$ cat config.mk
export PLATFORM = sky130hd
export DESIGN_NAME = apb_burst_bridge
export DESIGN_NICKNAME = d
export VERILOG_FILES = /design/src/rtl/apb_burst_bridge_pkg.sv /design/src/rtl/bridge_sync_fifo.sv /design/src/rtl/apb_burst_bridge.sv
export SDC_FILE = /design/constraint.sdc
export NUM_CORES = 1
export LEC_CHECK = 0
export ABC_AREA = 1
export BUFFER_PORTS_ARGS = -buffer_cell sky130_fd_sc_hd__buf_2
export CORE_MARGIN = 2
export CORE_UTILIZATION = 60
export CTS_BUF_LIST = sky130_fd_sc_hd__clkbuf_4 sky130_fd_sc_hd__clkbuf_8
export DETAILED_ROUTE_END_ITERATION = 6
export PLACE_DENSITY = 0.77
export SLEW_MARGIN = 0
export SYNTH_ARGS = -nofsm -noshare
export SYNTH_HDL_FRONTEND = slang
export SYNTH_SLANG_ARGS = --single-unit
$ cat constraint.sdc
create_clock -name clk -period 3.31 [get_ports clk]
set_clock_uncertainty 0.2 [all_clocks]
set_input_delay 0.1655 -clock clk [delete_from_list [all_inputs] [get_ports clk]]
set_output_delay 0.1655 -clock clk [all_outputs]
set_load 0.01 [all_outputs]
$ cat src/rtl/apb_burst_bridge_pkg.sv
// Shared types and register-map constants for the APB-to-burst bridge.
package apb_burst_bridge_pkg;

  typedef enum logic [1:0] {
    ST_IDLE    = 2'd0,
    ST_TX_SEND = 2'd1,
    ST_RX_RECV = 2'd2
  } state_t;

  localparam int REG_CTRL   = 'h00;
  localparam int REG_LEN    = 'h04;
  localparam int REG_STATUS = 'h08;
  localparam int REG_TXDATA = 'h0C;
  localparam int REG_RXDATA = 'h10;

  localparam int CTRL_START_TX = 0;
  localparam int CTRL_START_RX = 1;
  localparam int CTRL_FLUSH    = 2;

  localparam int STAT_BUSY     = 0;
  localparam int STAT_DIR      = 1;
  localparam int STAT_ERR      = 2;
  localparam int STAT_TX_FULL  = 3;
  localparam int STAT_RX_EMPTY = 4;
  localparam int STAT_TX_CNT   = 8;
  localparam int STAT_RX_CNT   = 16;

endpackage

$ cat src/rtl/bridge_sync_fifo.sv
// Synchronous first-word-fall-through FIFO with flush and occupancy count.
module bridge_sync_fifo #(
  parameter int WIDTH = 32,
  parameter int DEPTH = 16
) (
  input  logic                     clk,
  input  logic                     rst,
  input  logic                     flush,
  input  logic                     push,
  input  logic [WIDTH-1:0]         wdata,
  input  logic                     pop,
  output logic [WIDTH-1:0]         rdata,
  output logic                     full,
  output logic                     empty,
  output logic [$clog2(DEPTH):0]   count
);

  localparam int AW = $clog2(DEPTH);
  localparam int CW = AW + 1;

  logic [WIDTH-1:0] mem [DEPTH];
  logic [AW-1:0]    wr_ptr;
  logic [AW-1:0]    rd_ptr;
  logic             push_ok;
  logic             pop_ok;

  assign full    = (count == CW'(DEPTH));
  assign empty   = (count == '0);
  assign push_ok = push & ~full;
  assign pop_ok  = pop & ~empty;
  assign rdata   = mem[rd_ptr];

  always_ff @(posedge clk) begin
    if (push_ok) mem[wr_ptr] <= wdata;
  end

  // Pointers wrap naturally because DEPTH is a power of two.
  always_ff @(posedge clk) begin
    if (rst || flush) begin
      wr_ptr <= '0;
      rd_ptr <= '0;
      count  <= '0;
    end else begin
      if (push_ok) wr_ptr <= wr_ptr + 1'b1;
      if (pop_ok)  rd_ptr <= rd_ptr + 1'b1;
      case ({push_ok, pop_ok})
        2'b10:   count <= count + 1'b1;
        2'b01:   count <= count - 1'b1;
        default: count <= count;
      endcase
    end
  end

endmodule

$ cat src/rtl/apb_burst_bridge.sv
// Zero-wait-state APB register file bridging a TX FIFO to an outbound burst
// and an inbound burst to an RX FIFO, with length-mismatch error tracking.
module apb_burst_bridge
  import apb_burst_bridge_pkg::*;
#(
  parameter int DATA_W     = 32,
  parameter int ADDR_W     = 8,
  parameter int FIFO_DEPTH = 16,
  parameter int LEN_W      = 4
) (
  input  logic              clk,
  input  logic              rst,
  input  logic [ADDR_W-1:0] paddr,
  input  logic              psel,
  input  logic              penable,
  input  logic              pwrite,
  input  logic [DATA_W-1:0] pwdata,
  output logic [DATA_W-1:0] prdata,
  output logic              pslverr,
  output logic              apb_rd_done,
  output logic              idle,
  output logic              burst_valid,
  output logic [DATA_W-1:0] data_burst_out,
  output logic              burst_last,
  input  logic              burst_ready,
  output logic [LEN_W-1:0]  db_length,
  input  logic              db_valid,
  input  logic [DATA_W-1:0] data_burst_in,
  input  logic              last,
  output logic              db_ready
);

  localparam int CNT_W = $clog2(FIFO_DEPTH) + 1;

  state_t            state, next_state;
  logic [LEN_W-1:0]  len_reg, len_lat, beat;
  logic              err;
  logic              access, apb_wr, apb_rd, in_idle;
  logic [ADDR_W-1:0] addr;
  logic              hit_ctrl, hit_len, hit_status, hit_tx, hit_rx;
  logic              ctrl_both, ctrl_ok, start_tx, start_rx, start_busy, flush;
  logic              tx_push, tx_pop, rx_push, rx_pop;
  logic              tx_full, tx_empty, rx_full, rx_empty;
  logic [CNT_W-1:0]  tx_count, rx_count;
  logic [DATA_W-1:0] tx_head, rx_head, status;
  logic              at_len, rx_end, rx_mismatch;

  assign access  = psel & penable;
  assign apb_wr  = access & pwrite;
  assign apb_rd  = access & ~pwrite;
  assign in_idle = (state == ST_IDLE);
  assign addr    = paddr & ~ADDR_W'(3);

  assign hit_ctrl   = (addr == ADDR_W'(REG_CTRL));
  assign hit_len    = (addr == ADDR_W'(REG_LEN));
  assign hit_status = (addr == ADDR_W'(REG_STATUS));
  assign hit_tx     = (addr == ADDR_W'(REG_TXDATA));
  assign hit_rx     = (addr == ADDR_W'(REG_RXDATA));

  // A write requesting both directions is rejected outright, flush included.
  assign ctrl_both  = pwdata[CTRL_START_TX] & pwdata[CTRL_START_RX];
  assign ctrl_ok    = apb_wr & hit_ctrl & ~ctrl_both;
  assign start_tx   = ctrl_ok & in_idle & pwdata[CTRL_START_TX];
  assign start_rx   = ctrl_ok & in_idle & pwdata[CTRL_START_RX];
  assign start_busy = ctrl_ok & ~in_idle & (pwdata[CTRL_START_TX] | pwdata[CTRL_START_RX]);
  assign flush      = ctrl_ok & in_idle & pwdata[CTRL_FLUSH];

  assign burst_valid    = (state == ST_TX_SEND) & ~tx_empty;
  assign data_burst_out = burst_valid ? tx_head : '0;
  assign at_len         = (beat == len_lat);
  assign burst_last     = (state == ST_TX_SEND) & at_len;
  assign tx_pop         = burst_valid & burst_ready;
  assign tx_push        = apb_wr & hit_tx;

  assign db_ready    = (state == ST_RX_RECV) & ~rx_full;
  assign rx_push     = db_valid & db_ready;
  assign rx_end      = rx_push & (last | at_len);
  assign rx_mismatch = rx_push & (last ^ at_len);
  assign rx_pop      = apb_rd & hit_rx;
  assign apb_rd_done = rx_pop & ~rx_empty;

  assign db_length = in_idle ? '0 : len_lat;
  assign idle      = in_idle & tx_empty & rx_empty;

  bridge_sync_fifo #(.WIDTH(DATA_W), .DEPTH(FIFO_DEPTH)) u_tx_fifo (
    .clk(clk), .rst(rst), .flush(flush), .push(tx_push), .wdata(pwdata),
    .pop(tx_pop), .rdata(tx_head), .full(tx_full), .empty(tx_empty), .count(tx_count)
  );

  bridge_sync_fifo #(.WIDTH(DATA_W), .DEPTH(FIFO_DEPTH)) u_rx_fifo (
    .clk(clk), .rst(rst), .flush(flush), .push(rx_push), .wdata(data_burst_in),
    .pop(rx_pop), .rdata(rx_head), .full(rx_full), .empty(rx_empty), .count(rx_count)
  );

  always_ff @(posedge clk) begin
    if (rst) state <= ST_IDLE;
    else     state <= next_state;
  end

  always_comb begin
    next_state = state;
    case (state)
      ST_IDLE: begin
        if (start_tx)      next_state = ST_TX_SEND;
        else if (start_rx) next_state = ST_RX_RECV;
      end
      ST_TX_SEND: if (tx_pop && burst_last) next_state = ST_IDLE;
      ST_RX_RECV: if (rx_end) next_state = ST_IDLE;
      default:    next_state = ST_IDLE;
    endcase
  end

  // The beat counter holds on the final beat so LEN at its maximum never wraps.
  always_ff @(posedge clk) begin
    if (rst) begin
      len_reg <= '0;
      len_lat <= '0;
      beat    <= '0;
      err     <= 1'b0;
    end else begin
      if (apb_wr && hit_len) len_reg <= pwdata[LEN_W-1:0];
      if (start_tx || start_rx) begin
        len_lat <= len_reg;
        beat    <= '0;
      end else if ((tx_pop && !burst_last) || (rx_push && !rx_end)) begin
        beat <= beat + 1'b1;
      end
      if (start_busy || rx_mismatch)                  err <= 1'b1;
      else if (apb_wr && hit_status && pwdata[STAT_ERR]) err <= 1'b0;
    end
  end

  always_comb begin
    status                          = '0;
    status[STAT_BUSY]               = ~in_idle;
    status[STAT_DIR]                = (state == ST_RX_RECV);
    status[STAT_ERR]                = err;
    status[STAT_TX_FULL]            = tx_full;
    status[STAT_RX_EMPTY]           = rx_empty;
    status[STAT_TX_CNT +: 8]        = 8'(tx_count);
    status[STAT_RX_CNT +: 8]        = 8'(rx_count);
  end

  always_comb begin
    pslverr = 1'b0;
    prdata  = '0;
    if (access) begin
      if (hit_ctrl) begin
        pslverr = ~pwrite | ctrl_both;
      end else if (hit_len) begin
        if (!pwrite) prdata = DATA_W'(len_reg);
      end else if (hit_status) begin
        if (!pwrite) prdata = status;
      end else if (hit_tx) begin
        pslverr = ~pwrite | tx_full;
      end else if (hit_rx) begin
        pslverr = pwrite | rx_empty;
        if (!pwrite && !rx_empty) prdata = rx_head;
      end else begin
        pslverr = 1'b1;
      end
    end
  end

endmodule

# After elaboration in Yosys (flattened, before gate mapping)
# Memory sizes are Yosys's and may differ from the RTL's. A register that Yosys moved wholly into a read port is not among the register bits.
# Index checks and enable logic that the tools add are counted.
[word_totals]
ff_bits = 41
mem_bits_rw = 1024
in_bits = 80
out_inout_bits = 74
word_cells = 136
memories = 2
[classes]
addsub = 9
n_eq_ne = 16
muxes = 34
bitwise = 40
reduce_logical = 24
[memory_table]
columns = ["memory", "words", "word_bits", "rd", "rd_clocked_by_memory_dff", "wr", "line", "text"]
rows = [
  ["u_rx_fifo.mem", 16, 32, 1, 1, 1, "bridge_sync_fifo.sv:21", "logic [WIDTH-1:0] mem [DEPTH];"],
  ["u_tx_fifo.mem", 16, 32, 1, 1, 1, "bridge_sync_fifo.sv:21", ""],
]
[op_table]
columns = ["operator", "n"]
rows = [
  ["32-bit two-way mux", 8],
  ["1-bit AND", 27],
  ["4-bit two-way mux", 6],
  ["21-bit two-way mux", 1],
  ["4-bit by 1-bit adder with 4-bit output (second input constant)", 5],
  ["5-bit one-hot mux with 2 select lines", 2],
  ["6-bit by 2-bit == test with 1-bit output (second input constant)", 2],
  ["1-bit two-way mux", 12],
  ["5-bit by 1-bit adder with 5-bit output (second input constant)", 2],
  ["5-bit == test (second input constant)", 2],
  ["5-bit zero test", 2],
  ["5-bit by 1-bit subtractor with 5-bit output (second input constant)", 2],
  ["8-bit zero test", 1],
  ["2-bit two-way mux", 4],
  ["1-bit logical AND", 7],
  ["1-bit NOT", 7],
  ["2-bit by 1-bit == test with 1-bit output (second input constant)", 3],
  ["2-bit == test (second input constant)", 3],
  ["6-bit by 1-bit == test with 1-bit output (second input constant)", 1],
  ["6-bit by 3-bit == test with 1-bit output (second input constant)", 1],
  ["2-bit one-hot mux with 3 select lines", 1],
  ["2-bit nonzero test", 3],
  ["1-bit bitwise OR", 5],
  ["4-bit == test", 1],
  ["8 further kinds", 15],
]

# Depth between registers and ports, before layout
[depth]
depth_word = 10
depth_mapped = 18
mapped_depth_nobuf = 17

# Cells and area by module
# From an unflattened synthesis, not the netlist that was laid out.
[hier_totals]
hier_cells = 3314
hier_area_um2 = 44895.6
[by_module_without_submodules]
columns = ["module", "n_inst", "cells_per_inst", "area_each_um2", "seq_area_each_um2"]
rows = [
  ["bridge_sync_fifo at u_rx_fifo", 1, 1480, 21530.6, 15715.1],
  ["bridge_sync_fifo at u_tx_fifo", 1, 1482, 21431.8, 15715.1],
  ["apb_burst_bridge", 1, 352, 1933.1, 300.3],
]

# Least setup slack after synthesis
# OpenSTA, ideal clock, no wires.
[synth_timing]
path_kind = "flip-flop to flip-flop"
start = "register u_tx_fifo.count[2]"
end = "memory u_tx_fifo.mem[0][0] (enable)"
setup_ns = 0.421
arrival_time_ns = 2.380
required_time_ns = 2.689
slack_ns = 0.309
path_stages_with_launch = 7
path_buffers = 0
synth_period_minus_slack_ns = 3.001
cell_sequence = "dfxtp_1 -> inv_2 -> nand4_1 -> nand2_1 -> nor2_2 -> nand2_1 -> nor2_1"
[synth_via]
elab_chain_cells = 5
[synth_lines]
columns = ["element", "line", "text"]
rows = [
  ["from (decl)", "bridge_sync_fifo.sv:15", "output logic [$clog2(DEPTH):0] count"],
  ["from (signal assigned)", "bridge_sync_fifo.sv:47", "2'b10: count <= count + 1'b1;"],
  ["from (signal assigned)", "bridge_sync_fifo.sv:48", "2'b01: count <= count - 1'b1;"],
  ["from (signal assigned)", "bridge_sync_fifo.sv:49", "default: count <= count;"],
  ["5-bit == test", "bridge_sync_fifo.sv:27", "assign full = (count == CW'(DEPTH));"],
  ["1-bit NOT", "bridge_sync_fifo.sv:29", "assign push_ok = push & ~full;"],
  ["1-bit AND", "bridge_sync_fifo.sv:29", ""],
  ["1-bit two-way mux", "bridge_sync_fifo.sv:34", "if (push_ok) mem[wr_ptr] <= wdata;"],
  ["1-bit two-way mux (implied by the code)", "bridge_sync_fifo.sv:34", ""],
  ["to (decl)", "bridge_sync_fifo.sv:21", ""],
]
# No other way between the ends.

==> results.json <==
{
  "synth_most_common_cell": "edfxtp_1",
  "fp.coreArea_sq_mm": 0.0728,
  "place_ws_ns": 0.440,
  "required_ns": 2.94,
  "worstSetupEndpointType": "primary output",
  "yosys_warnings": 0,
  "r2r_start": "state[1]$_SDFFE_PP0P_",
  "syn_area_sq_mm": 0.0441,
  "peakVddDrop_mv": 0.307,
  "final_core_util_pct": 69.8,
  "grt_pass1_wl_mm": 164,
  "vias": 30700,
  "layoutNonFillerInstCount": 5181,
  "hp-start": "pwdata[7]",
  "area_growth_pct": 15.1,
  "wl_per_cell_um": 21.2,
  "fmax_ghz": 0.307,
  "setup_violations": 0,
  "post-dp-hpwl_mm": 56.3,
  "cts.root.buffer_cell": "clkbuf_8",
  "cts.path.max_buffers": 3,
  "via_per_inst": 5.93,
  "cts_tree": "done",
  "synth.ff_latch_count": 1073,
  "cp_slowest_stage_delay_ns": 0.38,
  "cts.sinks": 1073,
  "worstSetupPathType": "reg -> out",
  "synth_edf_count": 1024,
  "drive_gt1_share_pct": 13.7,
  "outcome": "finished clean",
  "crit_chain": "inv_8 > buf_12 > nand2_1 > nand2_1 > nand2_1 > nand3_1 > nand3_1 > nand2_1 > nand2_1 > a21oi_1 > buf_2",
  "grt_max_degree": 130,
  "async_flop_share_pct": 0,
  "drt_wl_total_mm": 110,
  "synth_commonest_cells": "1024 x edfxtp_1, 680 x nand2_1, 581 x nor2_1",
  "clk_pin_slew_worst_paths_ns": 0.07,
  "initial_core_util_pct": 60.6,
  "antenna_found_initial": 5,
  "powerDensity_mw_per_mm2": 510,
  "htree_levels": 4,
  "ios": 154,
  "ys.flop_type": "edfxtp_1",
  "startpoint_type": "flop",
  "final_area_sq_mm": 0.0508,
  "die_w_um": 275,
  "grt_pass1_vias": 29600,
  "grt_overflow_total": 0,
  "syn-num-nets": 3901,
  "timing.final.crit_share_pct": 98.5,
  "hp-class": "in -> reg",
  "synthDistinctLibCells": 39,
  "numCtsBuffers": 164,
  "crit_fanout": 69,
  "die_area_sq_mm": 0.0758,
  "tightest_slew_ns": 1.03,
  "drt-initial-drc-count": 4146,
  "syn_inst": 3802,
  "drc": 0,
  "rsz0062_at_grt": "yes",
  "synth_area_leaders": "edfxtp_1 70%, nand2_1 5.8%, nor2_1 4.9%",
  "clock_latency_ns": 0.81,
  "power_leakage_nw": 18.6,
  "avgSynthCellArea_sq_um": 11.6,
  "cp_data_arrival_time_ns": 2.89,
  "rows": 99,
  "hold_viol": 0,
  "drt-pass1-iter-count": 6,
  "synth_top_area_cell": "edfxtp_1",
  "biggestRegsByFlops": "u_rx_fifo.mem: 512 flops, u_tx_fifo.mem: 512 flops",
  "grt_use_total_pct": 28.5,
  "slew_headroom_pct": 31.4,
  "ant_nets": 0,
  "nNetsFinal": 4190,
  "place_inst": 4783,
  "io_buffers": 151,
  "gp_congestion": 0.877,
  "min_period_ns": 3.26,
  "layout_setup_ws_ns": 0.0502,
  "synth_top_area_share_pct": 69.7,
  "placed_area_sq_mm": 0.0464,
  "crit_family": "buffers and inverters",
  "slowest_stage": "dfxtp_4",
  "crit_buf_inv": 3,
  "synth.yosys.seq_area_share_pct": 71.9,
  "max_cap_viol_count": 0,
  "drv_slew": 0,
  "cp_common_cell": "nand2_1",
  "die_y_um": 275
}
-- through the flow --
stage / total power, W / TNS, ns / hold slack, ns
after floorplan: 0.0152 / 0 / 0.0346
after detailed placement: 0.0154 / 0 / 0.205
after global routing: 0.0266 / -0.585 / 0.0632
after CTS: 0.0260 / -0.0100 / 0.00485
after global placement: 0.0154 / 0 / 0.195
final: 0.0259 / 0 / 0.0724
-- logic make-up after synthesis --
logic type                 Yosys count  synth area share (%)
and+or+nand+nor                   1541                  14.0
buffers and inverters              454                  4.52
DFF                               1073                  71.9
AOI/OAI and AO/OA                  694                  8.61
xor gates and xnor gates            21                 0.417
adders and majority gates           19                 0.539
-- placed cells by master, fill, tap and decap left out, types with 9 or more instances in the layout --
master and n:
inv_1 224, nor2_1 543, o211ai_1 47, buf_4 51, dfxtp_1 42, nand3_1 252
ha_1 19, o21ai_1 13, clkbuf_8 170, buf_12 34, clkbuf_4 50, o22ai_1 150
dlygate4sd3_1 88, o21ai_0 405, clkinv_2 17, edfxtp_1 1024, xor2_1 16, a21oi_1 65
clkinv_1 44, nand2_1 680, nor2_4 36, nand4_1 9, buf_2 151
-- timing repair --
item                                     CTS  global route
buffers inserted                           2             6
hold endpoints to repair                1072             0
gates cloned                               2             3
endpoints found under the setup margin    48            49
gates resized for setup                   15            17
hold buffers                              88             0
pin swaps                                  1             0
-- area by class of cell --
cell class	instances	area [sq um]
flip-flops and latches	1073	31700
fillers	4836	22000
multi-input cells	2275	10700
repair buffers	340	3010
clock buffers	219	2710
well taps	959	1200
inverters	236	935
clock inverters	76	519
repair inverters	1	11.3
diodes	2	5.00
-- worst paths after layout --
kind	endpoint	slack, ns	cells past startpoint
setup / recovery	prdata[20]	0.05	11
hold / removal	u_tx_fifo.mem[2][7]$_DFFE_PP_	0.07	2
setup reg to reg	state[0]$_SDFFE_PP0P_	0.27	7
hold reg to reg	len_lat[3]$_SDFFE_PP0P_	0.29	2
-- per-layer routing --
metal,vias to the layer above,global-route usage [%],share of wire (%)
li1,13900,-,-
met1,14700,39.7,39
met2,1890,45.6,48
met3,223,5.30,11
met4,6,10.2,2.6
met5,-,0,0.027
-- report_power, final --
part / switching [W] / internal, W / total [W]
logic: 0.000240 / 0.000108 / 0.000348
registers: 0.000000471 / 0.0148 / 0.0148
clock network: 0.00516 / 0.00557 / 0.0107
Power figures use the tool's default switching activity.
